## src/rtl/seq_pkg.sv

```systemverilog
// rtl/seq_pkg.sv - shared constants, state encoding and note period table for the step sequencer
package seq_pkg;

  localparam int CLK_HZ    = 12_000_000;
  localparam int NOTE_W    = 6;
  localparam int NUM_NOTES = 48;
  localparam int REST      = 0;
  localparam int A3_IDX    = 10;
  localparam int PERIOD_W  = 18;

  typedef enum logic [1:0] {IDLE, LOAD, PLAY} state_t;

  // Half-period counts round(CLK_HZ/(2*f)) - 1, index 1 = C3, semitone steps; A3 anchors the scale.
  function automatic logic [PERIOD_W-1:0] note_period(input logic [NOTE_W-1:0] idx);
    logic [PERIOD_W-1:0] p;
    case (idx)
      6'd1:  p = 18'd45865;
      6'd2:  p = 18'd43292;
      6'd3:  p = 18'd40862;
      6'd4:  p = 18'd38568;
      6'd5:  p = 18'd36404;
      6'd6:  p = 18'd34360;
      6'd7:  p = 18'd32432;
      6'd8:  p = 18'd30612;
      6'd9:  p = 18'd28893;
      NOTE_W'(A3_IDX): p = PERIOD_W'((CLK_HZ + 220) / 440 - 1);
      6'd11: p = 18'd25741;
      6'd12: p = 18'd24296;
      6'd13: p = 18'd22933;
      6'd14: p = 18'd21645;
      6'd15: p = 18'd20430;
      6'd16: p = 18'd19284;
      6'd17: p = 18'd18201;
      6'd18: p = 18'd17180;
      6'd19: p = 18'd16215;
      6'd20: p = 18'd15305;
      6'd21: p = 18'd14446;
      6'd22: p = 18'd13635;
      6'd23: p = 18'd12870;
      6'd24: p = 18'd12148;
      6'd25: p = 18'd11466;
      6'd26: p = 18'd10822;
      6'd27: p = 18'd10215;
      6'd28: p = 18'd9641;
      6'd29: p = 18'd9100;
      6'd30: p = 18'd8589;
      6'd31: p = 18'd8107;
      6'd32: p = 18'd7652;
      6'd33: p = 18'd7223;
      6'd34: p = 18'd6817;
      6'd35: p = 18'd6435;
      6'd36: p = 18'd6073;
      6'd37: p = 18'd5732;
      6'd38: p = 18'd5411;
      6'd39: p = 18'd5107;
      6'd40: p = 18'd4820;
      6'd41: p = 18'd4550;
      6'd42: p = 18'd4294;
      6'd43: p = 18'd4053;
      6'd44: p = 18'd3826;
      6'd45: p = 18'd3611;
      6'd46: p = 18'd3408;
      6'd47: p = 18'd3217;
      6'd48: p = 18'd3036;
      default: p = '0;
    endcase
    return p;
  endfunction

endpackage

```

## src/rtl/note_rom.sv

```systemverilog
// rtl/note_rom.sv - combinational note index to {valid, counter_top} lookup
import seq_pkg::*;

module note_rom #(
  parameter int WIDTH = 18
) (
  input  logic [NOTE_W-1:0] idx,
  output logic              valid,
  output logic [WIDTH-1:0]  counter_top
);

  assign valid       = (idx != NOTE_W'(REST)) && (idx <= NOTE_W'(NUM_NOTES));
  assign counter_top = WIDTH'(note_period(idx));

endmodule

```

## src/rtl/note_sequencer.sv

```systemverilog
// rtl/note_sequencer.sv - 16-step pattern player driving one square-wave oscillator voice
import seq_pkg::*;

module note_sequencer #(
  parameter int WIDTH   = 18,
  parameter int STEP_AW = 4,
  parameter int TEMPO_W = 24
) (
  input  logic               clk,
  input  logic               rst_n,
  input  logic               start,
  input  logic               stop,
  input  logic [TEMPO_W-1:0] tempo,
  input  logic [STEP_AW-1:0] loop_len,
  input  logic               wr_en,
  input  logic [STEP_AW-1:0] wr_addr,
  input  logic [NOTE_W-1:0]  wr_data,
  output logic               busy,
  output logic [STEP_AW-1:0] step,
  output logic               step_strobe,
  output logic [WIDTH-1:0]   counter_top,
  output logic               osc_rst,
  output logic               gate
);

  state_t             state, state_next;
  logic [NOTE_W-1:0]  pattern [2**STEP_AW];
  logic [TEMPO_W-1:0] tempo_cnt;
  logic [TEMPO_W-1:0] t_last;
  logic               step_done;
  logic               note_gate;
  logic               rom_valid;
  logic [WIDTH-1:0]   rom_top;

  // Tempo values below 2 behave as 2, so the last count is never below 1.
  assign t_last    = (tempo < TEMPO_W'(2)) ? TEMPO_W'(1) : tempo - TEMPO_W'(1);
  assign step_done = (tempo_cnt >= t_last);

  note_rom #(.WIDTH(WIDTH)) u_note_rom (
    .idx         (pattern[step]),
    .valid       (rom_valid),
    .counter_top (rom_top)
  );

  always_ff @(posedge clk) begin
    if (wr_en) pattern[wr_addr] <= wr_data;
  end

  always_comb begin
    state_next = state;
    case (state)
      IDLE:    if (start) state_next = LOAD;
      LOAD:    state_next = PLAY;
      PLAY:    if (step_done) state_next = LOAD;
      default: state_next = IDLE;
    endcase
    if (stop) state_next = IDLE;
  end

  // The note is captured at the end of LOAD, so a same-edge write to that address plays next pass.
  always_ff @(posedge clk or negedge rst_n) begin
    if (!rst_n) begin
      state       <= IDLE;
      step        <= '0;
      tempo_cnt   <= '0;
      counter_top <= '0;
      note_gate   <= 1'b0;
    end else begin
      state <= state_next;
      if (state_next == IDLE) begin
        step      <= '0;
        tempo_cnt <= '0;
        note_gate <= 1'b0;
      end else if (state == LOAD) begin
        tempo_cnt <= TEMPO_W'(1);
        note_gate <= rom_valid;
        if (rom_valid) counter_top <= rom_top;
      end else if (state == PLAY) begin
        tempo_cnt <= tempo_cnt + TEMPO_W'(1);
        if (state_next == LOAD)
          step <= (step >= loop_len) ? '0 : step + STEP_AW'(1);
      end
    end
  end

  assign busy        = (state != IDLE);
  assign step_strobe = (state == LOAD);
  assign gate        = (state == PLAY) && note_gate;
  assign osc_rst     = ~gate;

endmodule

```

## config.mk

```make
export PLATFORM = sky130hd
export DESIGN_NAME = note_sequencer
export DESIGN_NICKNAME = d
export VERILOG_FILES = /design/src/rtl/seq_pkg.sv /design/src/rtl/note_rom.sv /design/src/rtl/note_sequencer.sv
export SDC_FILE = /design/constraint.sdc
export NUM_CORES = 1
export LEC_CHECK = 0
export CELL_PAD_IN_SITES_DETAIL_PLACEMENT = 1
export CELL_PAD_IN_SITES_GLOBAL_PLACEMENT = 1
export CORE_UTILIZATION = 34
export CTS_CLUSTER_DIAMETER = 150
export DETAILED_ROUTE_END_ITERATION = 10
export MAX_ROUTING_LAYER = met4
export PLACE_DENSITY_LB_ADDON = 0.1
export SYNTH_ARGS = -nofsm -noshare
export SYNTH_HDL_FRONTEND = slang
export SYNTH_SLANG_ARGS = --single-unit
```

## constraint.sdc

```tcl
create_clock -name clk -period 4.96 [get_ports clk]
set_clock_uncertainty 0.15 [all_clocks]
set_input_delay 0.992 -clock clk [delete_from_list [all_inputs] [get_ports clk]]
set_output_delay 0.992 -clock clk [all_outputs]
set_load 0.02 [all_outputs]
```

After elaboration in Yosys (flattened, before gate mapping)
Memories as Yosys holds them, arrays and structs flattened. A register that Yosys moved wholly into a read port is not among the register bits.
Index checks and enable logic that the tools add are counted.
{ "totals": {"out_inout_bits": 26, "mem_count": 2, "word_cells": 50, "regBits": 49, "rom_bits": 1024, "mem_bits_rw": 96} }
{ "classes": {"n_mux": 17, "reduce_logical": 13, "n_addsub": 3, "bitwise_logic": 2, "eq_ne": 4, "magnitude_cmp": 4} }
{ "memory_table": {"columns": ["memory", "depth", "word_bits", "read_ports", "rd_clocked_by_memory_dff", "wr", "line_no", "text"], "rows": [
  ["(name not given)", 64, 16, 1, 1, 0, "seq_pkg.sv:16", "case (idx)"],
  ["pattern", 16, 6, 1, 0, 1, "note_sequencer.sv:27", "logic [NOTE_W-1:0] pattern [2**STEP_AW];"]
]} }
{ "ops": {"columns": ["cell", "count"], "rows": [
  ["24-bit two-way mux", 4],
  ["24-bit by 1-bit adder with 24-bit output, second input constant", 1],
  ["24-bit greater-or-equal comparator", 1],
  ["24-bit by 2-bit less-than comparator with 1-bit output, second input constant", 1],
  ["24-bit by 1-bit subtractor with 24-bit output, second input constant", 1],
  ["4-bit two-way mux", 5],
  ["2-bit nonzero test", 4],
  ["6-bit <= comparator, second input constant", 1],
  ["2-bit two-way mux", 3],
  ["2-bit case mux with 3 select lines", 1],
  ["3-bit AND reduction", 2],
  ["6-bit nonzero test", 1],
  ["4-bit by 1-bit adder with 4-bit output, second input constant", 1],
  ["2-bit by 1-bit == test with 1-bit output, second input constant", 2],
  ["4-bit greater-or-equal comparator", 1],
  ["2-bit zero test", 2],
  ["1-bit two-way mux", 4],
  ["3-bit nonzero test", 1],
  ["2-bit == test, second input constant", 1],
  ["1-bit logical AND", 2],
  ["2-bit by 1-bit inequality test with 1-bit output, second input constant", 1],
  ["1-bit NOT", 2],
  ["1-bit zero test", 1]
]} }

Logic depth before layout (Yosys ltp)
Gate-level depths: netlist of run 1.
{ "logic_depth": {"word_depth": 11, "depth_mapped": 17, "ltp_nobuf": 17} }

By module
Synthesis of run 1 repeated with hierarchy kept, for this count alone.
{ "unflattened": {"hier_cells": 715, "hier_area_um2": 8301.7} }
{ "modules_own_cells": {"columns": ["mod", "seq_area_each_um2", "n_inst", "area_each_um2", "cells_per_inst"], "rows": [
  ["note_sequencer", 4108.9, 1, 7051.8, 527],
  ["note_rom", 0.0, 1, 1249.9, 188]
]} }

Worst setup path after synthesis of run 1
No wires, ideal clock.
{ "synth_timing": {"path_kind": "input-to-reg", "startpoint": "input tempo[11]", "endpoint": "register step[2]", "slack_ps": 664, "arrival_time_ps": 4020, "stages": 14, "n_path_buf": 1, "setup_ps": 126, "required_time_ps": 4684, "cell_sequence": "or4_1 nor4b_1 nand4_1 clkbuf_1 nand2_1 ha_1 nand2b_1 a21o_1 a21o_1 a21o_1 a211o_1 a21oi_1 nor2_1 a221o_1"} }
{ "synth_via": {"elab_chain_cells": 9} }
{ "synth_rtl": {"columns": ["item", "line_no", "text"], "rows": [
  ["start: declaration", "note_sequencer.sv:13", "input logic [TEMPO_W-1:0] tempo,"],
  ["24-bit by 1-bit subtractor with 24-bit output / 24-bit by 2-bit less-than comparator with 1-bit output (equally long branches)", "note_sequencer.sv:36", "assign t_last = (tempo < TEMPO_W'(2)) ? TEMPO_W'(1) : tempo - TEMPO_W'(1);"],
  ["24-bit two-way mux (*)", "note_sequencer.sv:36", null],
  ["24-bit greater-or-equal comparator (*)", "note_sequencer.sv:37", "assign step_done = (tempo_cnt >= t_last);"],
  ["2-bit two-way mux (*)", "note_sequencer.sv:54", "PLAY: if (step_done) state_next = LOAD;"],
  ["2-bit case mux with 3 select lines (*)", "note_sequencer.sv:51", "case (state)"],
  ["2-bit two-way mux (*)", "note_sequencer.sv:57", "if (stop) state_next = IDLE;"],
  ["2-bit by 1-bit == test with 1-bit output / 2-bit zero test (equally long branches)", "note_sequencer.sv:80, note_sequencer.sv:70", null],
  ["2-bit nonzero test (no line) / 2-bit by 1-bit inequality test with 1-bit output (equally long branches)", null, null],
  ["3-bit AND reduction (no line)", null, null],
  ["end signal: assignment", "note_sequencer.sv:81", "step <= (step >= loop_len) ? '0 : step + STEP_AW'(1);"],
  ["end: declaration", "note_sequencer.sv:19", "output logic [STEP_AW-1:0] step,"]
]} }
Every way passes the cells marked *; elsewhere a longest branch is shown, timed or not.
A chain may end at the register's enable or synchronous reset.

Worst setup path in the final report of run 1
{ "layout_timing": {"startpoint": "input tempo[0]", "endpoint": "register step[2]"} }
The elaborated chain is that of the path after synthesis.

==> results of run 1 <==
-- synthesized netlist by cell type, types with 13 or more instances --
| cell type | count |
|---|---|
| sky130_fd_sc_hd__dfrtp_1 | 47 |
| sky130_fd_sc_hd__o21ai_0 | 34 |
| sky130_fd_sc_hd__a21o_1 | 15 |
| sky130_fd_sc_hd__clkbuf_1 | 14 |
| sky130_fd_sc_hd__mux4_2 | 24 |
| sky130_fd_sc_hd__ha_1 | 42 |
| sky130_fd_sc_hd__nor3_1 | 20 |
| sky130_fd_sc_hd__nand2_1 | 87 |
| sky130_fd_sc_hd__xor2_1 | 27 |
| sky130_fd_sc_hd__nor2_1 | 82 |
| sky130_fd_sc_hd__nand4_1 | 14 |
| sky130_fd_sc_hd__inv_1 | 13 |
| sky130_fd_sc_hd__edfxtp_1 | 96 |
| sky130_fd_sc_hd__a21oi_1 | 38 |
-- registers in the layout (all words and copies together), names as in the netlist --
register	count
counter_top	16
state	2
pattern	96
tempo_cnt	24
step	4
note_gate	1
-- metal layers --
metal | share of wire (%) | GRT usage (%) | up-vias
met5 | 0 | - | -
met3 | 3.2 | 3.18 | 22
met2 | 49 | 32.2 | 110
met4 | 1.2 | 5.08 | 0
met1 | 47 | 25.5 | 3218
li1 | - | - | 2967
-- stage by stage --
step	cell area (um^2)	TNS [ps]	worst slack, ps	util (%)
floorplan	8300	0	664	-
global placement	9320	0	143	39.4
detailed placement	9320	-70.2	-70.2	39.4
CTS	9920	0	366	41.9
global route	9920	0	57.8	41.9
finish	9920	0	439	41.9
-- worst max-delay path, delay by kind of cell --
family | cells | cell delay, ps
adder cells (fa/ha/maj) | 1 | 300
XOR/XNOR | 1 | 160
AND/OR/NAND/NOR | 9 | 1610
buffers and inverters | 2 | 620
AO/OA/AOI/OAI | 5 | 980
-- path summary, 6_finish.rpt --
kind	start	end	depth (start not counted)
setup / recovery	tempo[0]	step[2]$_DFFE_PN0P_	18
hold / removal	counter_top[14]$_DFFE_PN0P_	counter_top[14]$_DFFE_PN0P_	1
setup reg to reg	step[0]$_DFFE_PN0P_	counter_top[8]$_DFFE_PN0P_	13
hold reg to reg	counter_top[14]$_DFFE_PN0P_	counter_top[14]$_DFFE_PN0P_	1
max in group asynchronous	rst_n	tempo_cnt[1]$_DFFE_PN0P_	1
min in group asynchronous	rst_n	counter_top[12]$_DFFE_PN0P_	1
-- layout make-up --
| cell class | count | area, um^2 | share of cell area [%] |
|---|---|---|---|
| repair buffers | 93 | 858 | 8.65 |
| inverters | 15 | 56.3 | 0.568 |
| clock buffers | 17 | 425 | 4.29 |
| well taps | 319 | 399 | 4.02 |
| clock inverters | 15 | 169 | 1.70 |
| multi-input cells | 555 | 3950 | 39.8 |
| flip-flops and latches | 143 | 4060 | 40.9 |
-- kinds of logic after synthesis --
group / after synthesis / share of synthesized area, %
and+or+nand+nor: 267 / 14.8
AOI/OAI and AO/OA: 167 / 13.6
DFF: 143 / 48.9
buffers and inverters: 56 / 3.56
adders and majority gates: 42 / 6.33
muxes: 41 / 8.96
xor gates and xnor gates: 36 / 3.80
other: 1 / 0.0452
-- power groups by stage --
stage               registers (uW)  clock network [uW]  logic [uW]
global route                  1390                1380         567
CTS                           1380                1340         524
detailed placement            1410                   0         522
global placement              1400                   0         510
finish                        1380                1310         518
floorplan                     1460                   0         225
==> out/summary.txt, run 1 <==
FLOORPLANNING
-----------------------------------------------------------------------------------------
Site row count                                                                         56
X dimension of the die                                                             158 um
Placeable core area                                                            23700 um^2
Height of the chip                                                                 158 um
Total die area                                                                 25000 um^2
I/O pin total                                                                          69
Effective utilization at floorplan                                                  35.0%

LAYOUT
-----------------------------------------------------------------------------------------
Area added between synthesis and finish                                             19.5%
Filler cells                                                                         2629
Most frequent standard cell in the layout excluding fill and tap cells       sky130_fd_sc_hd__edfxtp_1
Share of final-layout standard cells stronger than drive strength 1                 13.2%
Leading cell types in the layout, fill and taps excluded                     96 x sky130_fd_sc_hd__edfxtp_1, 87 x sky130_fd_sc_hd__nand2_1, 81 x sky130_fd_sc_hd__nor2_1, 65 x sky130_fd_sc_hd__clkdlybuf4s50_1, 47 x sky130_fd_sc_hd__dfrtp_1
Post-layout instance count excluding filler cells                                    1157
Diodes inserted                                                                         0
Layout Nets                                                                           910

TIMING
-----------------------------------------------------------------------------------------
Final Hold Fails                                                                        0
Final hold slack                                                                   328 ps
Final period utilization                                                            91.1%
Rel. slew slack                                                                     17.3%
Number of setup violations in the final report                                          0
Minimum clock period                                                              4520 ps
Fmax                                                                              221 MHz
Setup repair after global routing missed its margin                                 false
Total count of max-transition violations in the final report                            0
Worst slew pin tran                                                               1230 ps

CRITICAL PATH
-----------------------------------------------------------------------------------------
Most numerous cell on the critical path                                      sky130_fd_sc_hd__nand2_1
Worst setup EP type                                                              register
Data arrival, critical path                                                       4670 ps
CP max stage cell                                                            sky130_fd_sc_hd__clkdlybuf4s50_1
Largest incremental delay on the critical path                                     480 ps
Maximum fanout encountered on the critical timing path                                  4
Critical setup path kind                                                        in -> reg
Kind of start point of the critical path                                        input pin
Register-to-register path setup slack                                             1070 ps
Critical path cell sequence                                                  clkdlybuf4s50_1, nor4_1, nand2_1, nor2_1, nand2_1, nor2_1, xor2_1, nand2_1, ha_1, a21oi_1, nor2b_1, o21ai_0, o2111ai_1, and3_1, a21oi_1, buf_4, nor3b_1, a221o_1
Required time of the critical path                                                5110 ps

POWER AND IR DROP
-----------------------------------------------------------------------------------------
Leak                                                                           0.00380 uW
Clock power frac                                                                    40.8%
Internal portion of total power                                                   2290 uW
Post-route total power                                                            3210 uW
Pwr dens                                                                      323 nW/um^2
Worst ir drop on vdd                                                             0.293 mV
Reg power frac                                                                      43.1%
Combinational Power Share                                                           16.1%
Sw power                                                                           915 uW
Switching Fraction                                                                  28.5%

LOGIC SYNTHESIS
-----------------------------------------------------------------------------------------
Post-synthesis sequential area ratio                                                48.9%
Area contributors post-synth                                                 sky130_fd_sc_hd__edfxtp_1 35%, sky130_fd_sc_hd__dfrtp_1 14%, sky130_fd_sc_hd__mux4_2 6.5%
Post-synth EDFFs                                                                       96
Post-synthesis cell area                                                        8300 um^2
Synthesized flop and latch total                                                      143
Count of distinct cell types in the synthesized netlist                                67
Cell count after synthesis                                                            753
Mean area per synthesized cell                                                  11.0 um^2
Most common flop cell mapped by yosys                                        sky130_fd_sc_hd__edfxtp_1
Leading area contributor after synthesis                                     sky130_fd_sc_hd__edfxtp_1
Yosys Warn Count                                                                        0
Fraction of post-synthesis cell area in the top cell type by area                   34.7%
Proportion of register bits with asynchronous set or reset after synthesis          32.9%

PLACED DESIGN
-----------------------------------------------------------------------------------------
Number of placed instances with taps included                                        1125
Placer's final routability congestion estimate                                      0.846
Total half-perimeter wirelength after legalization and detailed placement         16.6 mm
Number of buffers inserted by port buffering                                           66

GLOBAL ROUTE
-----------------------------------------------------------------------------------------
Global-route wire length before repair                                            36.3 mm
Pin count of the biggest net entering global routing                                   48
Total routing usage reported by global routing                                      19.7%
Gr ovfl total                                                                           0
Initial antenna violation count                                                         0
Vias in the first global route                                                       6585

DETAILED ROUTING
-----------------------------------------------------------------------------------------
Drt pass-1 iters                                                                        6
Avg WL per Cell                                                                   19.7 um
Drc violations                                                                          0
Wirelength, routed                                                                22.8 mm
Antenna-violating nets left                                                             0
Via Count                                                                            6317
Via density per instance                                                             5.46
Drt initial violations                                                                270

CLOCKING
-----------------------------------------------------------------------------------------
Buffer count from post-CTS setup fixing                                                 0
Clock sink count                                                                      143
Clock tree from TritonCTS                                                             yes
Number of H-tree levels                                                                 4
Hold-fix buffer count after cts                                                         0
Reg clk slew, reported paths                                                        70 ps
Library cell used as clock root buffer                                       sky130_fd_sc_hd__clkbuf_16
Number of gates given a new drive strength after cts                                    0
Clock latency of the later-clocked register in the worst-skew pair                 430 ps
Maximum clock path buffer count                                                         2
Number of buffers added by the clock tree synthesis step                               17

RUN
-----------------------------------------------------------------------------------------
Max-capacitance violation count                                                         0

RUN STATUS
-----------------------------------------------------------------------------------------
Result of the run                                                               completed

WORST HOLD PATH
-----------------------------------------------------------------------------------------
Path type of the worst min-delay path                                          reg -> reg

No activity file was read; power rests on OpenSTA's default activity.
==> run 2, diff against run 1 <==
--- a/config.mk
+++ b/config.mk
@@ -7,7 +7,7 @@
 export LEC_CHECK = 0
 export CELL_PAD_IN_SITES_DETAIL_PLACEMENT = 1
 export CELL_PAD_IN_SITES_GLOBAL_PLACEMENT = 1
-export CORE_UTILIZATION = 34
+export CORE_UTILIZATION = 51
 export CTS_CLUSTER_DIAMETER = 150
 export DETAILED_ROUTE_END_ITERATION = 10
 export MAX_ROUTING_LAYER = met4
==> out/summary.txt, run 2 (synthesis results as in run 1) <==
RUN STATUS
----------------------------------------------------------------------------------------
Result of the run                                                              completed   unchanged

CRITICAL PATH
----------------------------------------------------------------------------------------
Critical register-to-register path startpoint                               step[1]$_DFFE_PN0P_   was step[0]$_DFFE_PN0P_
Maximum fanout encountered on the critical timing path                                 4   unchanged
Worst setup EP type                                                             register   unchanged
Required time of the critical path                                               5120 ps   was 5110 ps
Start point of the critical path                                               tempo[10]   was tempo[0]
Register-to-register path setup slack                                            1000 ps   was 1070 ps
Data arrival, critical path                                                      4700 ps   was 4670 ps
Kind of start point of the critical path                                       input pin   unchanged
Critical setup path kind                                                       in -> reg   unchanged

LAYOUT
----------------------------------------------------------------------------------------
Post-layout instance count excluding filler cells                                   1045   was 1157
Largest register FFs                                                                  96   unchanged
Share of final-layout standard cells stronger than drive strength 1                12.2%   was 13.2%
Most frequent standard cell in the layout excluding fill and tap cells      sky130_fd_sc_hd__edfxtp_1   unchanged
Layout Nets                                                                          901   was 910
Finished Core Util                                                                 61.2%   was 41.9%
Filler cells                                                                        1673   was 2629
Area of combinational cells with multiple inputs                               3950 um^2   unchanged
Largest Register                                                                 pattern   unchanged
Leading cell types in the layout, fill and taps excluded                    96 x sky130_fd_sc_hd__edfxtp_1, 87 x sky130_fd_sc_hd__nand2_1, 81 x sky130_fd_sc_hd__nor2_1, 65 x sky130_fd_sc_hd__clkdlybuf4s50_1, 47 x sky130_fd_sc_hd__dfrtp_1   unchanged
Largest registers                                                           pattern (96), tempo_cnt (24), counter_top (16)   unchanged
Register area                                                                  4060 um^2   unchanged
Area of all placed cells without fillers                                       9720 um^2   was 9920 um^2
Diodes inserted                                                                        0   unchanged
Area added between synthesis and finish                                            17.1%   was 19.5%

POWER AND IR DROP
----------------------------------------------------------------------------------------
Switching Fraction                                                                 28.4%   was 28.5%
Clock power frac                                                                   40.5%   was 40.8%
Worst ir drop on vdd                                                            0.333 mV   was 0.293 mV
Reg power frac                                                                     43.4%   was 43.1%
Pwr dens                                                                     328 nW/um^2   was 323 nW/um^2
Leak                                                                          0.00375 uW   was 0.00380 uW
Combinational Power Share                                                          16.1%   about the same
Internal portion of total power                                                  2280 uW   was 2290 uW
Sw power                                                                          904 uW   was 915 uW

DETAILED ROUTING
----------------------------------------------------------------------------------------
Antenna-violating nets left                                                            0   unchanged
Drc violations                                                                         0   unchanged
Drt initial violations                                                               467   was 270
Via density per instance                                                            6.13   was 5.46
Drt pass-1 iters                                                                       5   was 6
Avg WL per Cell                                                                  21.5 um   was 19.7 um
Wirelength, routed                                                               22.5 mm   was 22.8 mm
Via Count                                                                           6405   was 6317

CLOCKING
----------------------------------------------------------------------------------------
Number of H-tree levels                                                                4   unchanged
Clock latency of the later-clocked register in the worst-skew pair                430 ps   about the same
Clock tree from TritonCTS                                                            yes   unchanged
Maximum clock path buffer count                                                        2   unchanged
Clock sink count                                                                     143   unchanged
Hold-fix buffer count after cts                                                        0   unchanged
Number of gates given a new drive strength after cts                                   0   unchanged
Reg clk slew, reported paths                                                       70 ps   about the same
Library cell used as clock root buffer                                      sky130_fd_sc_hd__clkbuf_16   unchanged
Buffer count from post-CTS setup fixing                                                0   unchanged
Number of buffers added by the clock tree synthesis step                              17   unchanged

FLOORPLANNING
----------------------------------------------------------------------------------------
Total die area                                                                16800 um^2   was 25000 um^2
Effective utilization at floorplan                                                 52.2%   was 35.0%
I/O pin total                                                                         69   unchanged
Placeable core area                                                           15900 um^2   was 23700 um^2
Site row count                                                                        46   was 56
Height of the chip                                                                130 um   was 158 um
X dimension of the die                                                            130 um   was 158 um

PLACED DESIGN
----------------------------------------------------------------------------------------
Area after DPL                                                                 9130 um^2   was 9320 um^2
Placer's final routability congestion estimate                                     0.873   was 0.846
Total half-perimeter wirelength after legalization and detailed placement        16.2 mm   was 16.6 mm
Number of buffers inserted by port buffering                                          66   unchanged
Number of placed instances with taps included                                       1013   was 1125

TIMING
----------------------------------------------------------------------------------------
Final Hold Fails                                                                       0   unchanged
Final period utilization                                                           91.6%   was 91.1%
Post-route setup TNS                                                                0 ps   unchanged
Minimum clock period                                                             4550 ps   was 4520 ps
Final hold slack                                                                  329 ps   was 328 ps
Setup repair after global routing missed its margin                                false   unchanged
Fmax                                                                             220 MHz   was 221 MHz
Worst slew pin tran                                                              1200 ps   was 1230 ps
Rel. slew slack                                                                    19.3%   was 17.3%
Number of setup violations in the final report                                         0   unchanged
Total count of max-transition violations in the final report                           0   unchanged

GLOBAL ROUTE
----------------------------------------------------------------------------------------
Initial antenna violation count                                                        0   unchanged
Gr ovfl total                                                                          0   unchanged
Vias in the first global route                                                      6559   was 6585
Met2 Use GR                                                                        50.5%   was 32.2%
Global Route met1 Usage                                                            36.1%   was 25.5%
Global-route wire length before repair                                           35.8 mm   was 36.3 mm
Pin count of the biggest net entering global routing                                  48   unchanged
Global route hottest layer                                                          met2   unchanged
Met3 Use GR                                                                        4.50%   was 3.18%
Total routing usage reported by global routing                                     29.4%   was 19.7%

WORST HOLD PATH
----------------------------------------------------------------------------------------
Path type of the worst min-delay path                                         reg -> reg   unchanged
Hold_sp                                                                     note_gate$_DFFE_PN0P_   was counter_top[14]$_DFFE_PN0P_

RUN
----------------------------------------------------------------------------------------
Max-capacitance violation count                                                        0   unchanged

[run 2: cell types whose count changed in the layout (fill, tap and decap cells not counted)]
cell                         previous run  this run
sky130_fd_sc_hd__clkinvlp_4             0         1
sky130_fd_sc_hd__buf_4                 27        18
sky130_fd_sc_hd__clkinv_8               1         2
sky130_fd_sc_hd__clkinv_1               0         1
sky130_fd_sc_hd__clkinv_4               3         2
sky130_fd_sc_hd__inv_6                  4         5
sky130_fd_sc_hd__inv_8                  5         3
sky130_fd_sc_hd__clkinv_2               1         0
[run 2: path summary, 6_finish.rpt]
path,endpoint,cells after the start
worst max register to register,counter_top[8]$_DFFE_PN0P_,9
worst max-delay path,step[2]$_DFFE_PN0P_,17
worst min-delay path,note_gate$_DFFE_PN0P_,2
min in group asynchronous,counter_top[0]$_DFFE_PN0P_,1
max in group asynchronous,tempo_cnt[5]$_DFFE_PN0P_,1
worst min register to register,note_gate$_DFFE_PN0P_,2
[run 2: final cells by class]
cell class              count  share of cell area [%]
flip-flops and latches    143                    41.8
repair buffers             84                    8.13
clock inverters            15                    1.74
multi-input cells         555                    40.6
well taps                 216                    2.78
clock buffers              17                    4.38
inverters                  15                   0.579
[run 2: critical path: stages]
cell                              delay, ps
sky130_fd_sc_hd__clkdlybuf4s50_1        460
sky130_fd_sc_hd__or4_1                  590
sky130_fd_sc_hd__nor2_1                 310
sky130_fd_sc_hd__nand2_1                160
sky130_fd_sc_hd__nor2_1                 140
sky130_fd_sc_hd__xor2_1                 170
sky130_fd_sc_hd__nand2_1                 90
sky130_fd_sc_hd__ha_1                   290
sky130_fd_sc_hd__a21oi_1                160
sky130_fd_sc_hd__nor2b_1                 70
sky130_fd_sc_hd__o21ai_0                170
sky130_fd_sc_hd__o2111ai_1              220
sky130_fd_sc_hd__and3_1                 230
sky130_fd_sc_hd__a21oi_1                200
sky130_fd_sc_hd__buf_4                  160
sky130_fd_sc_hd__nor3b_1                 40
sky130_fd_sc_hd__a221o_1                250
[run 2: power by group through the flow]
stage	Sequential, uW	Clock (uW)	Combinational (uW)
2_1_floorplan	1460	0	225
3_3_place_gp	1400	0	493
3_5_place_dp	1410	0	511
4_1_cts	1390	1300	516
5_1_grt	1390	1340	558
6_report	1380	1290	513
[run 2: per-stage QoR]
stage | setup WS [ps] | power (uW)
detailed placement | 5.42 | 1920
CTS | 415 | 3200
global route | 59.1 | 3290
global placement | 190 | 1890
finish | 415 | 3190
floorplan | 664 | 1680
[run 2: metal layers]
| metal | up-vias | routed length, um |
|---|---|---|
| met5 | - | 0 |
| met4 | 0 | 339 |
| met3 | 27 | 901 |
| met2 | 178 | 11700 |
| met1 | 3254 | 9510 |
| li1 | 2946 | - |
